--- src/rtl/led_status_mapper_pkg.sv ---
// Shared definitions for the bar-LED status path.
//   ledframe_t   : frame as [row][colour][column]
//   LED_ROW_*    : row assignment of the bar display
//   LED_GREEN/RED: colour plane index inside a row
package led_status_mapper_pkg;

    localparam int NUMBER_OF_MOTORS_PER_FIBER = 16;

    typedef logic [3:0][1:0][15:0] ledframe_t;

    localparam int LED_ROW_SWA   = 0;
    localparam int LED_ROW_SWB   = 1;
    localparam int LED_ROW_ACT   = 2;
    localparam int LED_ROW_FAULT = 3;

    localparam int LED_GREEN = 0;
    localparam int LED_RED   = 1;

endpackage

--- src/rtl/led_status_mapper_if.sv ---
// Link between the status mapper and the tlc5920 bar-LED driver.
//   frame_done_i : driver -> mapper, one-cycle pulse at the end of a scan
//   ledData_ob   : mapper -> driver, frame currently displayed
//   updated_o    : mapper -> driver, one-cycle pulse on the cycle ledData_ob changes
// Handshake: there is no back-pressure. The mapper only changes ledData_ob
// on a load (frame_done_i or timeout) and marks that cycle with updated_o;
// ledData_ob is stable on every other cycle.
interface led_status_mapper_if;
    import led_status_mapper_pkg::*;

    logic      frame_done_i;
    ledframe_t ledData_ob;
    logic      updated_o;

    // mapper side
    modport master (
        input  frame_done_i,
        output ledData_ob,
        output updated_o
    );

    // driver side
    modport slave (
        output frame_done_i,
        input  ledData_ob,
        input  updated_o
    );

endinterface

--- src/rtl/led_status_mapper_pulse_stretcher.sv ---
// Keeps a single-cycle step pulse visible for g_stretch_ticks ticks.
//   clk_i, reset_ni : clock, asynchronous active-low reset
//   rise_i          : step rising edge, reloads the full stretch
//   tick_i          : timebase tick, decrements a running stretch
//   active_o        : high while the stretch count is nonzero
module led_status_mapper_pulse_stretcher #(
    parameter int g_stretch_ticks = 50
) (
    input  logic clk_i,
    input  logic reset_ni,
    input  logic rise_i,
    input  logic tick_i,
    output logic active_o
);

    localparam int CW = $clog2(g_stretch_ticks + 1);

    logic [CW-1:0] count;

    // A reload takes priority over a coincident tick; zero holds at zero.
    always_ff @(posedge clk_i or negedge reset_ni) begin
        if (!reset_ni) begin
            count <= '0;
        end else if (rise_i) begin
            count <= CW'(g_stretch_ticks);
        end else if (tick_i && (count != '0)) begin
            count <= count - CW'(1);
        end
    end

    assign active_o = (count != '0);

endmodule

--- src/rtl/led_status_mapper.sv ---
// Builds the 4-row x 2-colour x 16-column bar-LED frame from live motor status
// and hands it to the tlc5920 driver, changing it only at scan boundaries.
//   clk_i, reset_ni : 100 MHz clock, asynchronous active-low reset
//   sw_a_ib16       : raw end-switch A per motor (asynchronous)
//   sw_b_ib16       : raw end-switch B per motor (asynchronous)
//   pfail_ib16      : raw power-fail per motor, active high (asynchronous)
//   step_ib16       : step pulses per motor (clk_i domain)
//   deact_ib16      : motor-deactivated flags (clk_i domain)
//   lamp_test_i     : forces every LED on
//   led_bus         : frame_done_i in, ledData_ob / updated_o out
// Rows: 0 switch A, 1 switch B, 2 step activity / deactivated, 3 power fail.
module led_status_mapper
    import led_status_mapper_pkg::*;
#(
    parameter int g_motors        = NUMBER_OF_MOTORS_PER_FIBER,
    parameter int g_tick_div      = 100000,
    parameter int g_stretch_ticks = 50,
    parameter int g_blink_ticks   = 250,
    parameter int g_frame_timeout = 2000000,
    parameter int g_sw_active_low = 1
) (
    input  logic                clk_i,
    input  logic                reset_ni,
    input  logic [g_motors-1:0] sw_a_ib16,
    input  logic [g_motors-1:0] sw_b_ib16,
    input  logic [g_motors-1:0] pfail_ib16,
    input  logic [g_motors-1:0] step_ib16,
    input  logic [g_motors-1:0] deact_ib16,
    input  logic                lamp_test_i,
    led_status_mapper_if.master led_bus
);

    localparam int TW = (g_tick_div > 1) ? $clog2(g_tick_div) : 1;
    localparam int BW = (g_blink_ticks > 1) ? $clog2(g_blink_ticks) : 1;
    localparam int OW = $clog2(g_frame_timeout + 1);

    // Raw pin level of a switch that is not hit; used as synchroniser preset
    // and as the XOR mask that turns pin level into "switch hit".
    localparam logic [g_motors-1:0] SW_IDLE = {g_motors{(g_sw_active_low != 0)}};

    logic [g_motors-1:0] sw_a_s1, sw_a_s2;
    logic [g_motors-1:0] sw_b_s1, sw_b_s2;
    logic [g_motors-1:0] pf_s1, pf_s2;
    logic [g_motors-1:0] step_q;

    logic [g_motors-1:0] sw_a, sw_b, rise, act;

    logic [TW-1:0] tick_cnt;
    logic          tick;
    logic [BW-1:0] blink_cnt;
    logic          blink;
    logic [OW-1:0] to_cnt;
    logic          to_hit;
    logic          load;

    ledframe_t next_frame;

    // ---------------------------------------------------------------
    // Input synchronisation and step edge detection
    // ---------------------------------------------------------------
    always_ff @(posedge clk_i or negedge reset_ni) begin
        if (!reset_ni) begin
            sw_a_s1 <= SW_IDLE;
            sw_a_s2 <= SW_IDLE;
            sw_b_s1 <= SW_IDLE;
            sw_b_s2 <= SW_IDLE;
            pf_s1   <= '0;
            pf_s2   <= '0;
            step_q  <= '0;
        end else begin
            sw_a_s1 <= sw_a_ib16;
            sw_a_s2 <= sw_a_s1;
            sw_b_s1 <= sw_b_ib16;
            sw_b_s2 <= sw_b_s1;
            pf_s1   <= pfail_ib16;
            pf_s2   <= pf_s1;
            step_q  <= step_ib16;
        end
    end

    assign sw_a = sw_a_s2 ^ SW_IDLE;
    assign sw_b = sw_b_s2 ^ SW_IDLE;
    assign rise = step_ib16 & ~step_q;

    // ---------------------------------------------------------------
    // Timebase: tick prescaler and blink phase
    // ---------------------------------------------------------------
    assign tick = (tick_cnt == TW'(g_tick_div - 1));

    always_ff @(posedge clk_i or negedge reset_ni) begin
        if (!reset_ni) begin
            tick_cnt <= '0;
        end else if (tick) begin
            tick_cnt <= '0;
        end else begin
            tick_cnt <= tick_cnt + TW'(1);
        end
    end

    always_ff @(posedge clk_i or negedge reset_ni) begin
        if (!reset_ni) begin
            blink_cnt <= '0;
            blink     <= 1'b0;
        end else if (tick) begin
            if (blink_cnt == BW'(g_blink_ticks - 1)) begin
                blink_cnt <= '0;
                blink     <= ~blink;
            end else begin
                blink_cnt <= blink_cnt + BW'(1);
            end
        end
    end

    // ---------------------------------------------------------------
    // Per-motor activity stretchers
    // ---------------------------------------------------------------
    for (genvar m = 0; m < g_motors; m++) begin : g_stretch
        led_status_mapper_pulse_stretcher #(
            .g_stretch_ticks(g_stretch_ticks)
        ) u_stretch (
            .clk_i   (clk_i),
            .reset_ni(reset_ni),
            .rise_i  (rise[m]),
            .tick_i  (tick),
            .active_o(act[m])
        );
    end

    // ---------------------------------------------------------------
    // Next-frame map
    // ---------------------------------------------------------------
    always_comb begin
        next_frame = '0;
        for (int c = 0; c < g_motors; c++) begin
            next_frame[LED_ROW_SWA][LED_GREEN][c]   = sw_a[c];
            next_frame[LED_ROW_SWB][LED_GREEN][c]   = sw_b[c];
            next_frame[LED_ROW_ACT][LED_GREEN][c]   = act[c] & ~deact_ib16[c];
            next_frame[LED_ROW_ACT][LED_RED][c]     = deact_ib16[c];
            next_frame[LED_ROW_FAULT][LED_GREEN][c] = ~pf_s2[c];
            next_frame[LED_ROW_FAULT][LED_RED][c]   = pf_s2[c] & blink;
        end
        if (lamp_test_i) begin
            next_frame = '1;
        end
    end

    // ---------------------------------------------------------------
    // Load control: scan boundary, or a forced load if the driver goes quiet
    // ---------------------------------------------------------------
    assign to_hit = (to_cnt == OW'(g_frame_timeout));
    assign load   = led_bus.frame_done_i | to_hit;

    always_ff @(posedge clk_i or negedge reset_ni) begin
        if (!reset_ni) begin
            to_cnt <= '0;
        end else if (load) begin
            to_cnt <= '0;
        end else begin
            to_cnt <= to_cnt + OW'(1);
        end
    end

    always_ff @(posedge clk_i or negedge reset_ni) begin
        if (!reset_ni) begin
            led_bus.ledData_ob <= '0;
            led_bus.updated_o  <= 1'b0;
        end else begin
            led_bus.updated_o <= load;
            if (load) begin
                led_bus.ledData_ob <= next_frame;
            end
        end
    end

endmodule
--- src/flat_wrapper.sv ---
// flat-port wrapper written by rule: the top's interface ports become plain ports
module led_status_mapper_flat import led_status_mapper_pkg::*;
#(
    parameter int g_motors        = NUMBER_OF_MOTORS_PER_FIBER,
    parameter int g_tick_div      = 100000,
    parameter int g_stretch_ticks = 50,
    parameter int g_blink_ticks   = 250,
    parameter int g_frame_timeout = 2000000,
    parameter int g_sw_active_low = 1
)
  (clk_i, reset_ni, sw_a_ib16, sw_b_ib16, pfail_ib16, step_ib16, deact_ib16, lamp_test_i, led_bus_frame_done_i, led_bus_ledData_ob, led_bus_updated_o);
  led_status_mapper_if led_bus_i ();
  input  logic clk_i;
  input  logic reset_ni;
  input  logic [g_motors-1:0] sw_a_ib16;
  input  logic [g_motors-1:0] sw_b_ib16;
  input  logic [g_motors-1:0] pfail_ib16;
  input  logic [g_motors-1:0] step_ib16;
  input  logic [g_motors-1:0] deact_ib16;
  input  logic lamp_test_i;
  input wire logic [$bits(led_bus_i.frame_done_i)-1:0] led_bus_frame_done_i;
  output wire logic [$bits(led_bus_i.ledData_ob)-1:0] led_bus_ledData_ob;
  output wire logic [$bits(led_bus_i.updated_o)-1:0] led_bus_updated_o;
  assign led_bus_i.frame_done_i = led_bus_frame_done_i;
  assign led_bus_ledData_ob = led_bus_i.ledData_ob;
  assign led_bus_updated_o = led_bus_i.updated_o;
  led_status_mapper #(.g_motors(g_motors), .g_tick_div(g_tick_div), .g_stretch_ticks(g_stretch_ticks), .g_blink_ticks(g_blink_ticks), .g_frame_timeout(g_frame_timeout), .g_sw_active_low(g_sw_active_low)) u_core (.clk_i(clk_i), .reset_ni(reset_ni), .sw_a_ib16(sw_a_ib16), .sw_b_ib16(sw_b_ib16), .pfail_ib16(pfail_ib16), .step_ib16(step_ib16), .deact_ib16(deact_ib16), .lamp_test_i(lamp_test_i), .led_bus(led_bus_i));
endmodule
--- config.mk ---
export PLATFORM = sky130hd
export DESIGN_NAME = led_status_mapper_flat
export DESIGN_NICKNAME = d
export VERILOG_FILES = /design/src/rtl/led_status_mapper_pkg.sv /design/src/rtl/led_status_mapper_if.sv /design/src/rtl/led_status_mapper_pulse_stretcher.sv /design/src/rtl/led_status_mapper.sv /design/src/flat_wrapper.sv
export SDC_FILE = /design/constraint.sdc
export NUM_CORES = 1
export LEC_CHECK = 0
export ABC_AREA = 1
export CAP_MARGIN = 20
export CORE_ASPECT_RATIO = 0.6
export CORE_MARGIN = 2
export CORE_UTILIZATION = 30
export DETAILED_ROUTE_END_ITERATION = 10
export PLACE_DENSITY = 0.48
export REMOVE_ABC_BUFFERS = 1
export SYNTH_ARGS = -nofsm -noshare
export SYNTH_HDL_FRONTEND = slang
export SYNTH_SLANG_ARGS = --single-unit
export TNS_END_PERCENT = 100
--- constraint.sdc ---
create_clock -name clk_i -period 4.15 [get_ports clk_i]
set_input_delay 0.83 -clock clk_i [delete_from_list [all_inputs] [get_ports clk_i]]
set_output_delay 0.83 -clock clk_i [all_outputs]
set_load 0.01 [all_outputs]
==> reports/summary.txt, run 1 <==
==================================================================================================
Primary FF master, synth ............................................................ sky130_fd_sc_hd__dfrtp_1
Maximum fanout count along the critical path ........................................           33
Total Die Area ......................................................................    57100 µm²
Post-placement cell count ...........................................................         2822
Hold Worst Slack ....................................................................     0.227 ns
Path depth of the worst reg2reg path ................................................            9
Wire length of the first global-routing pass ........................................     67100 µm
Via count of the first global-routing pass ..........................................        12604
Antenna violations before repair ....................................................            0
Pin count of the biggest net entering global routing ................................           87
Root buf cell ....................................................................... sky130_fd_sc_hd__clkbuf_16
Data arrival, critical path .........................................................      2.09 ns
Largest stage delay on the critical path ............................................      0.87 ns
Endpoint class of the critical path .................................................   output pin
Count of different cell masters after synthesis .....................................           31
Routed wire per std cell ............................................................      14.1 µm
Post-synthesis average cell area ....................................................     8.39 µm²
Place WS ............................................................................      1.25 ns
Slew at the pin closest to its max-slew limit .......................................      1.01 ns
Growth of design area from synthesis to finish ......................................        24.4%
Maximum capacitance violations ......................................................            0
HP Class ............................................................................     in2async
Cell count along the critical path ..................................................            1
Fin crit period .....................................................................      2.92 ns
Clock tree from TritonCTS ...........................................................          yes
Category of the most critical setup path ............................................      reg2out
CORE AREA ...........................................................................    54300 µm²
Layout Utilization ..................................................................        37.9%
Sum of buffers and inverters on the critical path ...................................            1
LEAKAGE .............................................................................      9.90 nW
Filler cell count ...................................................................         5472
Clock latency on the worst-skew pair ................................................      0.55 ns
Count of non-filler cells in the finished layout ....................................         2890
Required @ worst endpoint ...........................................................      3.32 ns
Headroom to the max-slew limit ......................................................        32.9%
Status .............................................................................. finished clean
Gp weighted congestion ..............................................................        0.831
Post-Synthesis Cell Area ............................................................    16600 µm²
Maximum clock insertion buffer count ................................................            3
Largest delay contributor family on the critical path ...............................   flip-flops
Clock transition time at the flip-flop clock pins of the worst setup and hold paths .      0.06 ns
Sequence of cells on the critical path .............................................. clkdlybuf4s50_1
Via/cell ratio ......................................................................         4.50
Die Span Y ..........................................................................       186 µm
Number of clock buffers inserted by TritonCTS .......................................           38
Tot GR Track Use ....................................................................        14.4%
Final-layout setup total negative slack .............................................         0 ns
Global route overflow ...............................................................            0
Setup Buffers After CTS .............................................................            0
Most common cell after layout, fill and taps aside .................................. sky130_fd_sc_hd__nand2_1
Initial Util ........................................................................        30.5%
Port bufs ...........................................................................          212
Die width ...........................................................................       307 µm
Placed wire-length estimate after detailed placement ................................     26800 µm
Vias after detailed routing .........................................................        13006
First-pass DRT Iterations ...........................................................            5
Worst IR drop on VDD ................................................................     0.284 mV
Gate count after technology mapping .................................................         1974
Setup Skew ..........................................................................    0.0251 ns
DRC Markers .........................................................................            0
Hold Violations, Final ..............................................................            0
F_max ...............................................................................      343 MHz
Count of final max-slew check failures ..............................................            0
#FFs+latches synth ..................................................................          353
Clock net sink count ................................................................          353
Final layout net count ..............................................................         2269
Number of top-level design ports ....................................................          213
Cts hold-fix bufs ...................................................................            0
Number of levels the H-tree was split into ..........................................            2
Part of the cycle the worst path needs ..............................................        70.3%
Asr flop ratio synth ................................................................         100%
Number of setup violations in the final report ......................................            0
Most used cells in the layout excluding fill and tap cells .......................... sky130_fd_sc_hd__nand2_1 (670), sky130_fd_sc_hd__dfrtp_1 (289), sky130_fd_sc_hd__nand3_1 (272)
Count of yosys warnings during synthesis ............................................            0
Post-detailed-route count of antenna-violating nets .................................            0
Number of synthesized flops with an enable pin ......................................            0
Fraction of the yosys area taken by sequential cells ................................        53.8%
Critical path startpoint category ...................................................    flip-flop
Number of resized instances in the post-cts repair step .............................            0
Power density relative to cell area .................................................   457 nW/µm²
Total wirelength of the detailed-routed design ......................................     40600 µm
Starting DRT DRC Count ..............................................................          921
Standard-cell rows ..................................................................           66
Cell with the largest stage delay on the worst path ................................. sky130_fd_sc_hd__dfrtp_1
Unrepaired setup endpoints after global routing .....................................           no
Antenna diode count .................................................................            0
Setup slack of the critical path after layout .......................................      1.23 ns
Share of layout cells above drive strength 1 ........................................        8.59%
==================================================================================================
[final timing paths]
check | startpoint | end | slack [ns]
max reg2reg | u_core.to_cnt[0] | u_core.led_bus.ledData_ob[33] | 1.30
max in group asynchronous | reset_ni | u_core.sw_a_s2[13] | 2.94
min reg2reg | u_core.pf_s1[2] | u_core.pf_s2[2] | 0.35
min | reset_ni | u_core.g_stretch[4].u_stretch.count[4] | 0.23
min in group clk_i | u_core.pf_s1[2] | u_core.pf_s2[2] | 0.35
max | u_core.led_bus.ledData_ob[62] | led_bus_ledData_ob[30] | 1.23
[layout make-up]
type / count / area [µm²] / share of cell area (%)
clock buffer: 54 / 1120 / 5.46
clock inverter: 14 / 216 / 1.05
inverter: 182 / 687 / 3.34
multi-input combinational: 1349 / 6460 / 31.4
sequential: 353 / 8910 / 43.3
tap: 714 / 893 / 4.34
timing repair buffer: 224 / 2290 / 11.1
[synth_stat cells, types with 8 or more instances]
cell type	n	area (µm²)
sky130_fd_sc_hd__nand3_1	273	1370
sky130_fd_sc_hd__inv_1	174	653
sky130_fd_sc_hd__a21oi_1	12	60.1
sky130_fd_sc_hd__clkbuf_1	32	120
sky130_fd_sc_hd__nor3_1	13	65.1
sky130_fd_sc_hd__ha_1	37	463
sky130_fd_sc_hd__nand3_2	8	80.1
sky130_fd_sc_hd__nand4_1	42	263
sky130_fd_sc_hd__nand2_2	11	68.8
sky130_fd_sc_hd__xor2_1	39	342
sky130_fd_sc_hd__dfstp_2	64	1680
sky130_fd_sc_hd__dfrtp_1	289	7230
sky130_fd_sc_hd__nand2_1	671	2520
sky130_fd_sc_hd__buf_2	10	50.1
sky130_fd_sc_hd__xnor2_1	10	87.6
sky130_fd_sc_hd__o21ai_0	26	130
sky130_fd_sc_hd__nor2_1	174	653
sky130_fd_sc_hd__or2_2	12	75.1
sky130_fd_sc_hd__nand3_4	9	158
sky130_fd_sc_hd__buf_4	40	300
[metal layers]
layer  track usage [%]  up-vias  wire length (µm)
li1                  -     6556                 -
met4              3.10        0               721
met2              22.0      268             17500
met5                 0        -                 0
met1              21.1     6128             20500
met3              2.54       54              1920
[state kept, by name, summed over array words and instances (netlist names)]
signal / count
u_core.pf_s1: 16
u_core.pf_s2: 16
u_core.blink_cnt: 8
u_core.blink: 1
u_core.tick_cnt: 17
u_core.sw_b_s2: 16
u_core.g_stretch.u_stretch.count: 96
u_core.to_cnt: 21
u_core.led_bus.updated_o: 1
u_core.led_bus.ledData_ob: 97
u_core.sw_a_s2: 16
u_core.step_q: 16
u_core.sw_a_s1: 16
u_core.sw_b_s1: 16
[through the flow]
| step | cell area (µm²) | power (mW) |
|---|---|---|
| CTS | 20600 | 9.57 |
| floorplan | 16000 | 5.13 |
| global placement | 19200 | 5.79 |
| finish | 20600 | 9.41 |
| detailed placement | 19200 | 5.82 |
| global route | 20600 | 10.0 |
[cells by family after synthesis]
logic type / count (synthesis) / synth area share [%]
simple gates: 1221 / 32.2
flops: 353 / 53.8
buf+inv: 272 / 7.26
xor+xnor: 49 / 2.59
compound gates: 42 / 1.33
fa+ha+maj: 37 / 2.80
[where the power goes]
| group | switching (mW) | internal (mW) |
|---|---|---|
| Sequential | 0.265 | 3.81 |
| Combinational | 0.940 | 0.741 |
| Clock | 1.44 | 2.21 |
Note: power is estimated with default switching activity, not from simulation.
==> inputs of run 2 (changes only) <==
==> constraint.sdc (replaced) <==
create_clock -name clk_i -period 2.8 [get_ports clk_i]
set_input_delay 0.56 -clock clk_i [delete_from_list [all_inputs] [get_ports clk_i]]
set_output_delay 0.56 -clock clk_i [all_outputs]
set_load 0.01 [all_outputs]
==> reports/summary.txt, run 2 (synthesis results as in run 1) <==
==================================================================================================
Met2 track utilization from global routing ..........................................        22.6%   +0.63 points
Share of layout cells above drive strength 1 ........................................        9.06%   +0.46 points
Vias after detailed routing .........................................................        12924   -0.63%
Number of levels the H-tree was split into ..........................................            2   unchanged
Root buf cell ....................................................................... sky130_fd_sc_hd__clkbuf_16
Layout Utilization ..................................................................        38.1%   +0.17 points
Die width ...........................................................................       307 µm   unchanged
Tot GR Track Use ....................................................................        14.6%   +0.20 points
Maximum capacitance violations ......................................................            0   unchanged
Die Span Y ..........................................................................       186 µm   unchanged
Hold Worst Slack ....................................................................     0.347 ns   +0.120 ns
Max reg flops .......................................................................           97   unchanged
Unrepaired setup endpoints after global routing .....................................           no
Final-layout setup total negative slack .............................................         0 ns   unchanged
Wire length of the first global-routing pass ........................................     67900 µm   +1.2%
Total Die Area ......................................................................    57100 µm²   unchanged
First-pass DRT Iterations ...........................................................            5   unchanged
Data arrival, critical path .........................................................      1.81 ns   -0.28 ns
Antenna diode count .................................................................            0   unchanged
Fin crit period .....................................................................      2.37 ns
Number of top-level design ports ....................................................          213   unchanged
Initial Util ........................................................................        30.5%   unchanged
Sequence of cells on the critical path .............................................. clkdlybuf4s50_1
Antenna violations before repair ....................................................            0   unchanged
Endpoint of the worst hold path ..................................................... u_core.sw_b_s2[5]
Total wirelength of the detailed-routed design ......................................     41100 µm   +1.1%
F_max ...............................................................................      421 MHz
Final layout net count ..............................................................         2279   +0.44%
Hold Violations, Final ..............................................................            0   unchanged
Top register by number of flip-flops ................................................ u_core.led_bus.ledData_ob
Growth of design area from synthesis to finish ......................................        24.9%
Met1 GRT Util .......................................................................        21.3%   +0.16 points
Gp weighted congestion ..............................................................        0.825   -0.77%
Post-detailed-route count of antenna-violating nets .................................            0   unchanged
Power density relative to cell area .................................................   677 nW/µm²   +48%
Status .............................................................................. finished clean
Cell with the largest stage delay on the worst path ................................. sky130_fd_sc_hd__dfrtp_2
Endpoint class of the critical path .................................................   output pin
Pin count of the biggest net entering global routing ................................           83   -4.6%
Slew at the pin closest to its max-slew limit .......................................     0.786 ns   -0.220 ns
Clock latency on the worst-skew pair ................................................      0.55 ns   about the same
Part of the cycle the worst path needs ..............................................        84.8%
Routed wire per std cell ............................................................      14.2 µm   +0.74%
Post-placement cell count ...........................................................         2831   +0.32%
Worst reg-to-reg setup slack ........................................................      0.51 ns   -0.79 ns
Starting DRT DRC Count ..............................................................          812   -12%
Via count of the first global-routing pass ..........................................        12661   +0.45%
Maximum fanout count along the critical path ........................................           33   unchanged
Most common cell after layout, fill and taps aside .................................. sky130_fd_sc_hd__nand2_1
Global route overflow ...............................................................            0   unchanged
Count of final max-slew check failures ..............................................            0   unchanged
Clock net sink count ................................................................          353   unchanged
Global routing's busiest layer ......................................................         met2
DRC Markers .........................................................................            0   unchanged
Reg-to-Reg Start .................................................................... u_core.to_cnt[0]
Category of the most critical setup path ............................................      reg2out
Via/cell ratio ......................................................................         4.46   -0.97%
Port bufs ...........................................................................          212   unchanged
Clock tree from TritonCTS ...........................................................          yes
CORE AREA ...........................................................................    54300 µm²   unchanged
Cell count along the critical path ..................................................            1   unchanged
Placed wire-length estimate after detailed placement ................................     27400 µm   +2.2%
Sum of buffers and inverters on the critical path ...................................            1   unchanged
Most used cells in the layout excluding fill and tap cells .......................... sky130_fd_sc_hd__nand2_1 (670), sky130_fd_sc_hd__dfrtp_1 (288), sky130_fd_sc_hd__nand3_1 (272)
Met3 GRT Util .......................................................................        2.46%   -0.080 points
Maximum clock insertion buffer count ................................................            3   unchanged
Hold path cells .....................................................................            0
Setup Buffers After CTS .............................................................            0   unchanged
Filler cell count ...................................................................         5467   -0.091%
Start point of the worst hold path .................................................. u_core.sw_b_s1[5]
Clock transition time at the flip-flop clock pins of the worst setup and hold paths .      0.06 ns   about the same
Largest delay contributor family on the critical path ...............................   flip-flops
Worst IR drop on VDD ................................................................     0.367 mV   +29%
Path depth of the worst reg2reg path ................................................            9   unchanged
Critical path startpoint category ...................................................    flip-flop
Number of clock buffers inserted by TritonCTS .......................................           38   unchanged
Largest stage delay on the critical path ............................................      0.64 ns   -0.23 ns
Standard-cell rows ..................................................................           66   unchanged
Required @ worst endpoint ...........................................................      2.24 ns   -1.08 ns
Largest regs ........................................................................ u_core.led_bus.ledData_ob x97, u_core.g_stretch.u_stretch.count x96, u_core.to_cnt x21
HP Class ............................................................................      reg2reg
Headroom to the max-slew limit ......................................................        47.2%   +14 points
Setup Skew ..........................................................................    0.0173 ns   -0.00775 ns
Count of non-filler cells in the finished layout ....................................         2900   +0.35%
Reg2Reg Capture Point ............................................................... u_core.led_bus.ledData_ob[62]
Number of setup violations in the final report ......................................            0   unchanged
LEAKAGE .............................................................................      9.95 nW   +0.50%
==================================================================================================
==> run 2: changes by cell type in the layout (fill, tap and decap cells not counted), sizes merged <==
cell,previous run,this run
buf,13,22
clkbuf,54,50
bufinv,5,7
clkinvlp,1,2
dlygate4sd3,0,1
inv,179,180
==> run 2: per-stage QoR <==
step | setup slack, ns | instance area, µm² | power, mW
after floorplan | -2.58 | 16000 | 7.61
after global placement | 0.516 | 19300 | 8.59
after detailed placement | 0.504 | 19300 | 8.63
after CTS | 0.100 | 20700 | 14.3
after global routing | 0.300 | 20700 | 14.9
final | 0.427 | 20700 | 14.0
==> run 2: how the worst max path moves through the flow <==
stage | from | end
2_1_floorplan | u_core.to_cnt[0] | u_core.led_bus.updated_o
3_3_place_gp | u_core.to_cnt[8] | u_core.led_bus.ledData_ob[62]
3_5_place_dp | u_core.to_cnt[0] | u_core.led_bus.ledData_ob[62]
4_1_cts | u_core.led_bus.ledData_ob[62] | led_bus_ledData_ob[21]
5_1_grt | u_core.led_bus.ledData_ob[62] | led_bus_ledData_ob[61]
6_report | u_core.led_bus.ledData_ob[62] | led_bus_ledData_ob[56]
==> run 2: worst register-to-register path: stages, from the launching register on <==
cell,delay (ns)
sky130_fd_sc_hd__dfrtp_1,0.44
sky130_fd_sc_hd__inv_1,0.08
sky130_fd_sc_hd__ha_1,0.14
sky130_fd_sc_hd__nand2_1,0.05
sky130_fd_sc_hd__nor2_1,0.20
sky130_fd_sc_hd__nand3_4,0.36
sky130_fd_sc_hd__nand2_4,0.19
sky130_fd_sc_hd__buf_4,0.45
sky130_fd_sc_hd__nand2_1,0.22
sky130_fd_sc_hd__nand2_1,0.09
==> run 2: where the power goes <==
group          total [mW]  internal (mW)  switching, mW
Clock                5.49           3.30           2.19
Sequential           6.03           5.65          0.387
Combinational        2.49           1.10           1.38
Total                14.0           10.1           3.96
==> run 2: layout make-up <==
cell class / count / area (µm²) / area share [%]
sequential: 353 / 8910 / 43.1
inverter: 182 / 687 / 3.32
timing repair buffer: 234 / 2380 / 11.5
clock inverter: 18 / 297 / 1.43
multi-input combinational: 1349 / 6460 / 31.2
tap: 714 / 893 / 4.32
clock buffer: 50 / 1050 / 5.06
==> run 2: timing repair <==
item,4_1_cts,5_1_grt
hold buffers,1,0
resized for setup,0,1
endpoints found under the setup margin,0,32
endpoints found under the hold margin,25,0
==> run 2: layer usage <==
metal | vias up | share of wire, %
met5 | - | 0
met4 | 0 | 1.6
met3 | 51 | 3.8
met2 | 189 | 44
met1 | 6112 | 51
li1 | 6572 | -
==> inputs of run 3 (changes only) <==
==> constraint.sdc (replaced) <==
create_clock -name clk_i -period 2.4 [get_ports clk_i]
set_input_delay 0.48 -clock clk_i [delete_from_list [all_inputs] [get_ports clk_i]]
set_output_delay 0.48 -clock clk_i [all_outputs]
set_load 0.01 [all_outputs]
==> reports/summary.txt, run 3 (synthesis results as in run 1) <==
==================================================================================================
Status .............................................................................. finished clean
Reg-to-Reg Start .................................................................... u_core.tick_cnt[6]
Gp weighted congestion ..............................................................        0.839   +1.7%
Net Switching .......................................................................      4.63 mW   +17%
Category of the most critical setup path ............................................      reg2out
Launch point of the worst path ...................................................... u_core.led_bus.ledData_ob[62]
Share of layout cells above drive strength 1 ........................................        9.30%   +0.24 points
Clock latency on the worst-skew pair ................................................      0.54 ns   about the same
Layout Utilization ..................................................................        38.4%   +0.30 points
Number of resized instances in the post-cts repair step .............................            0   unchanged
Clock tree from TritonCTS ...........................................................          yes
Total wirelength of the detailed-routed design ......................................     41000 µm   about the same
Most common cell after layout, fill and taps aside .................................. sky130_fd_sc_hd__nand2_1
Worst IR drop on VDD ................................................................     0.368 mV   +0.17%
LEAKAGE .............................................................................      10.0 nW   +0.71%
Maximum clock insertion buffer count ................................................            3   unchanged
Most used cells in the layout excluding fill and tap cells .......................... sky130_fd_sc_hd__nand2_1 (670), sky130_fd_sc_hd__dfrtp_1 (289), sky130_fd_sc_hd__nand3_1 (272)
Seq pwr share .......................................................................        42.6%   -0.5 points
Headroom to the max-slew limit ......................................................        35.1%   -12 points
Clock net sink count ................................................................          353   unchanged
Part of the total power dissipated in the clock network .............................        39.6%   +0.4 points
Routed wire per std cell ............................................................      14.1 µm   -0.37%
Part of the cycle the worst path needs ..............................................        91.5%
Number of levels the H-tree was split into ..........................................            2   unchanged
Area post-placement .................................................................    19400 µm²   +0.62%
Wire length of the first global-routing pass ........................................     67300 µm   -0.96%
Global route overflow ...............................................................            0   unchanged
Die width ...........................................................................       307 µm   unchanged
Via/cell ratio ......................................................................         4.51   +1.1%
Critical path startpoint category ...................................................    flip-flop
Fin crit period .....................................................................      2.20 ns
Count of final max-slew check failures ..............................................            0   unchanged
Initial Util ........................................................................        30.5%   unchanged
Largest regs ........................................................................ u_core.led_bus.ledData_ob x97, u_core.g_stretch.u_stretch.count x96, u_core.to_cnt x21
Setup slack of the critical path after layout .......................................     0.204 ns   -0.223 ns
Post-detailed-route count of antenna-violating nets .................................            0   unchanged
Power density relative to cell area .................................................   792 nW/µm²   +17%
Pin count of the biggest net entering global routing ................................           98   +18%
CORE AREA ...........................................................................    54300 µm²   unchanged
Die Span Y ..........................................................................       186 µm   unchanged
Growth of design area from synthesis to finish ......................................        25.9%
Standard-cell rows ..................................................................           66   unchanged
Clock transition time at the flip-flop clock pins of the worst setup and hold paths .      0.06 ns   about the same
Path depth of the worst reg2reg path ................................................            7   -2
Switching share of power ............................................................        28.1%   -0.20 points
Count of non-filler cells in the finished layout ....................................         2908   +0.28%
Total Die Area ......................................................................    57100 µm²   unchanged
Reg2Reg Capture Point ............................................................... u_core.g_stretch[3].u_stretch.count[3]
Maximum capacitance violations ......................................................            0   unchanged
Place WS ............................................................................     0.331 ns   -0.173 ns
First-pass DRT Iterations ...........................................................            5   unchanged
Top register by number of flip-flops ................................................ u_core.led_bus.ledData_ob
Vias after detailed routing .........................................................        13102   +1.4%
Total power draw ....................................................................      16.5 mW   +18%
Antenna diode count .................................................................            0   unchanged
Via count of the first global-routing pass ..........................................        12627   -0.27%
Part of the total power dissipated in combinational logic ...........................        17.9%   +0.2 points
DRC Markers .........................................................................            0   unchanged
Worst reg-to-reg setup slack ........................................................      0.40 ns   -0.11 ns
Slew at the pin closest to its max-slew limit .......................................     0.973 ns   +0.187 ns
Unrepaired setup endpoints after global routing .....................................           no
Non-Filler Cell Area, Final .........................................................    20800 µm²   +0.78%
Antenna violations before repair ....................................................            0   unchanged
Setup Buffers After CTS .............................................................            0   unchanged
HP Class ............................................................................       in2reg
Number of setup violations in the final report ......................................            0   unchanged
Start point of the worst hold path .................................................. sw_a_ib16[2]
Hold Worst Slack ....................................................................     0.347 ns   +0.000867 ns
Pint ................................................................................      11.9 mW   +18%
Maximum fanout count along the critical path ........................................           33   unchanged
Number of clock buffers inserted by TritonCTS .......................................           38   unchanged
Endpoint of the worst hold path ..................................................... u_core.sw_a_s1[2]
Max reg flops .......................................................................           97   unchanged
Final-layout setup total negative slack .............................................         0 ns   unchanged
Tot GR Track Use ....................................................................        14.5%   -0.10 points
Data arrival, critical path .........................................................      1.72 ns   -0.09 ns
Hold path cells .....................................................................            1   +1
Hold Violations, Final ..............................................................            0   unchanged
Port bufs ...........................................................................          212   unchanged
Final layout net count ..............................................................         2285   +0.26%
Required @ worst endpoint ...........................................................      1.92 ns   -0.32 ns
F_max ...............................................................................      455 MHz
Placed wire-length estimate after detailed placement ................................     27300 µm   -0.12%
Number of top-level design ports ....................................................          213   unchanged
Endpoint class of the critical path .................................................   output pin
Starting DRT DRC Count ..............................................................          925   +14%
Root buf cell ....................................................................... sky130_fd_sc_hd__clkbuf_16
Setup Skew ..........................................................................   0.00830 ns   -0.00903 ns
Post-placement cell count ...........................................................         2837   +0.21%
==================================================================================================
[run 3: what timing repair did]
| item | 4_1_cts | 5_1_grt |
|---|---|---|
| hold buffers | 1 | 0 |
| setup endpoints to repair | 0 | 0 |
| hold endpoints to repair | 29 | 0 |
[run 3: area by class of cell]
class | count | area (µm²)
Inverter | 182 | 687
Fill cell | 5425 | 33500
Sequential cell | 353 | 8910
Multi-Input combinational cell | 1349 | 6460
Timing Repair Buffer | 240 | 2500
Tap cell | 714 | 893
Clock buffer | 55 | 1150
Clock inverter | 15 | 235
[run 3: power groups by stage]
| stage | logic [mW] | clock network, mW | registers [mW] |
|---|---|---|---|
| finish | 2.95 | 6.54 | 7.03 |
| global route | 3.38 | 7.01 | 7.12 |
| CTS | 2.99 | 6.76 | 7.03 |
| detailed placement | 2.97 | 0 | 7.12 |
| global placement | 2.94 | 0 | 7.12 |
| floorplan | 1.73 | 0 | 7.14 |
[run 3: worst max path at each step]
stage               slack [ns]                                      to
floorplan                -2.98                u_core.led_bus.updated_o
global placement          0.42  u_core.g_stretch[3].u_stretch.count[5]
detailed placement        0.33  u_core.g_stretch[3].u_stretch.count[3]
CTS                       0.15                  led_bus_ledData_ob[55]
global route              0.08                  led_bus_ledData_ob[61]
finish                    0.20                  led_bus_ledData_ob[30]
[run 3: per-layer routing]
layer / GRT usage, % / routed length [µm] / vias up
met3: 2.54 / 1540 / 57
met2: 21.6 / 17300 / 202
li1: - / - / 6585
met1: 21.8 / 21500 / 6258
met4: 3.04 / 669 / 0
met5: 0 / 0 / -
[run 3: worst max-delay path, cell delays in order (launching register included)]
cell	delay [ns]
sky130_fd_sc_hd__dfrtp_1	0.32
sky130_fd_sc_hd__buf_4	0.27
sky130_fd_sc_hd__clkdlybuf4s50_1	0.60
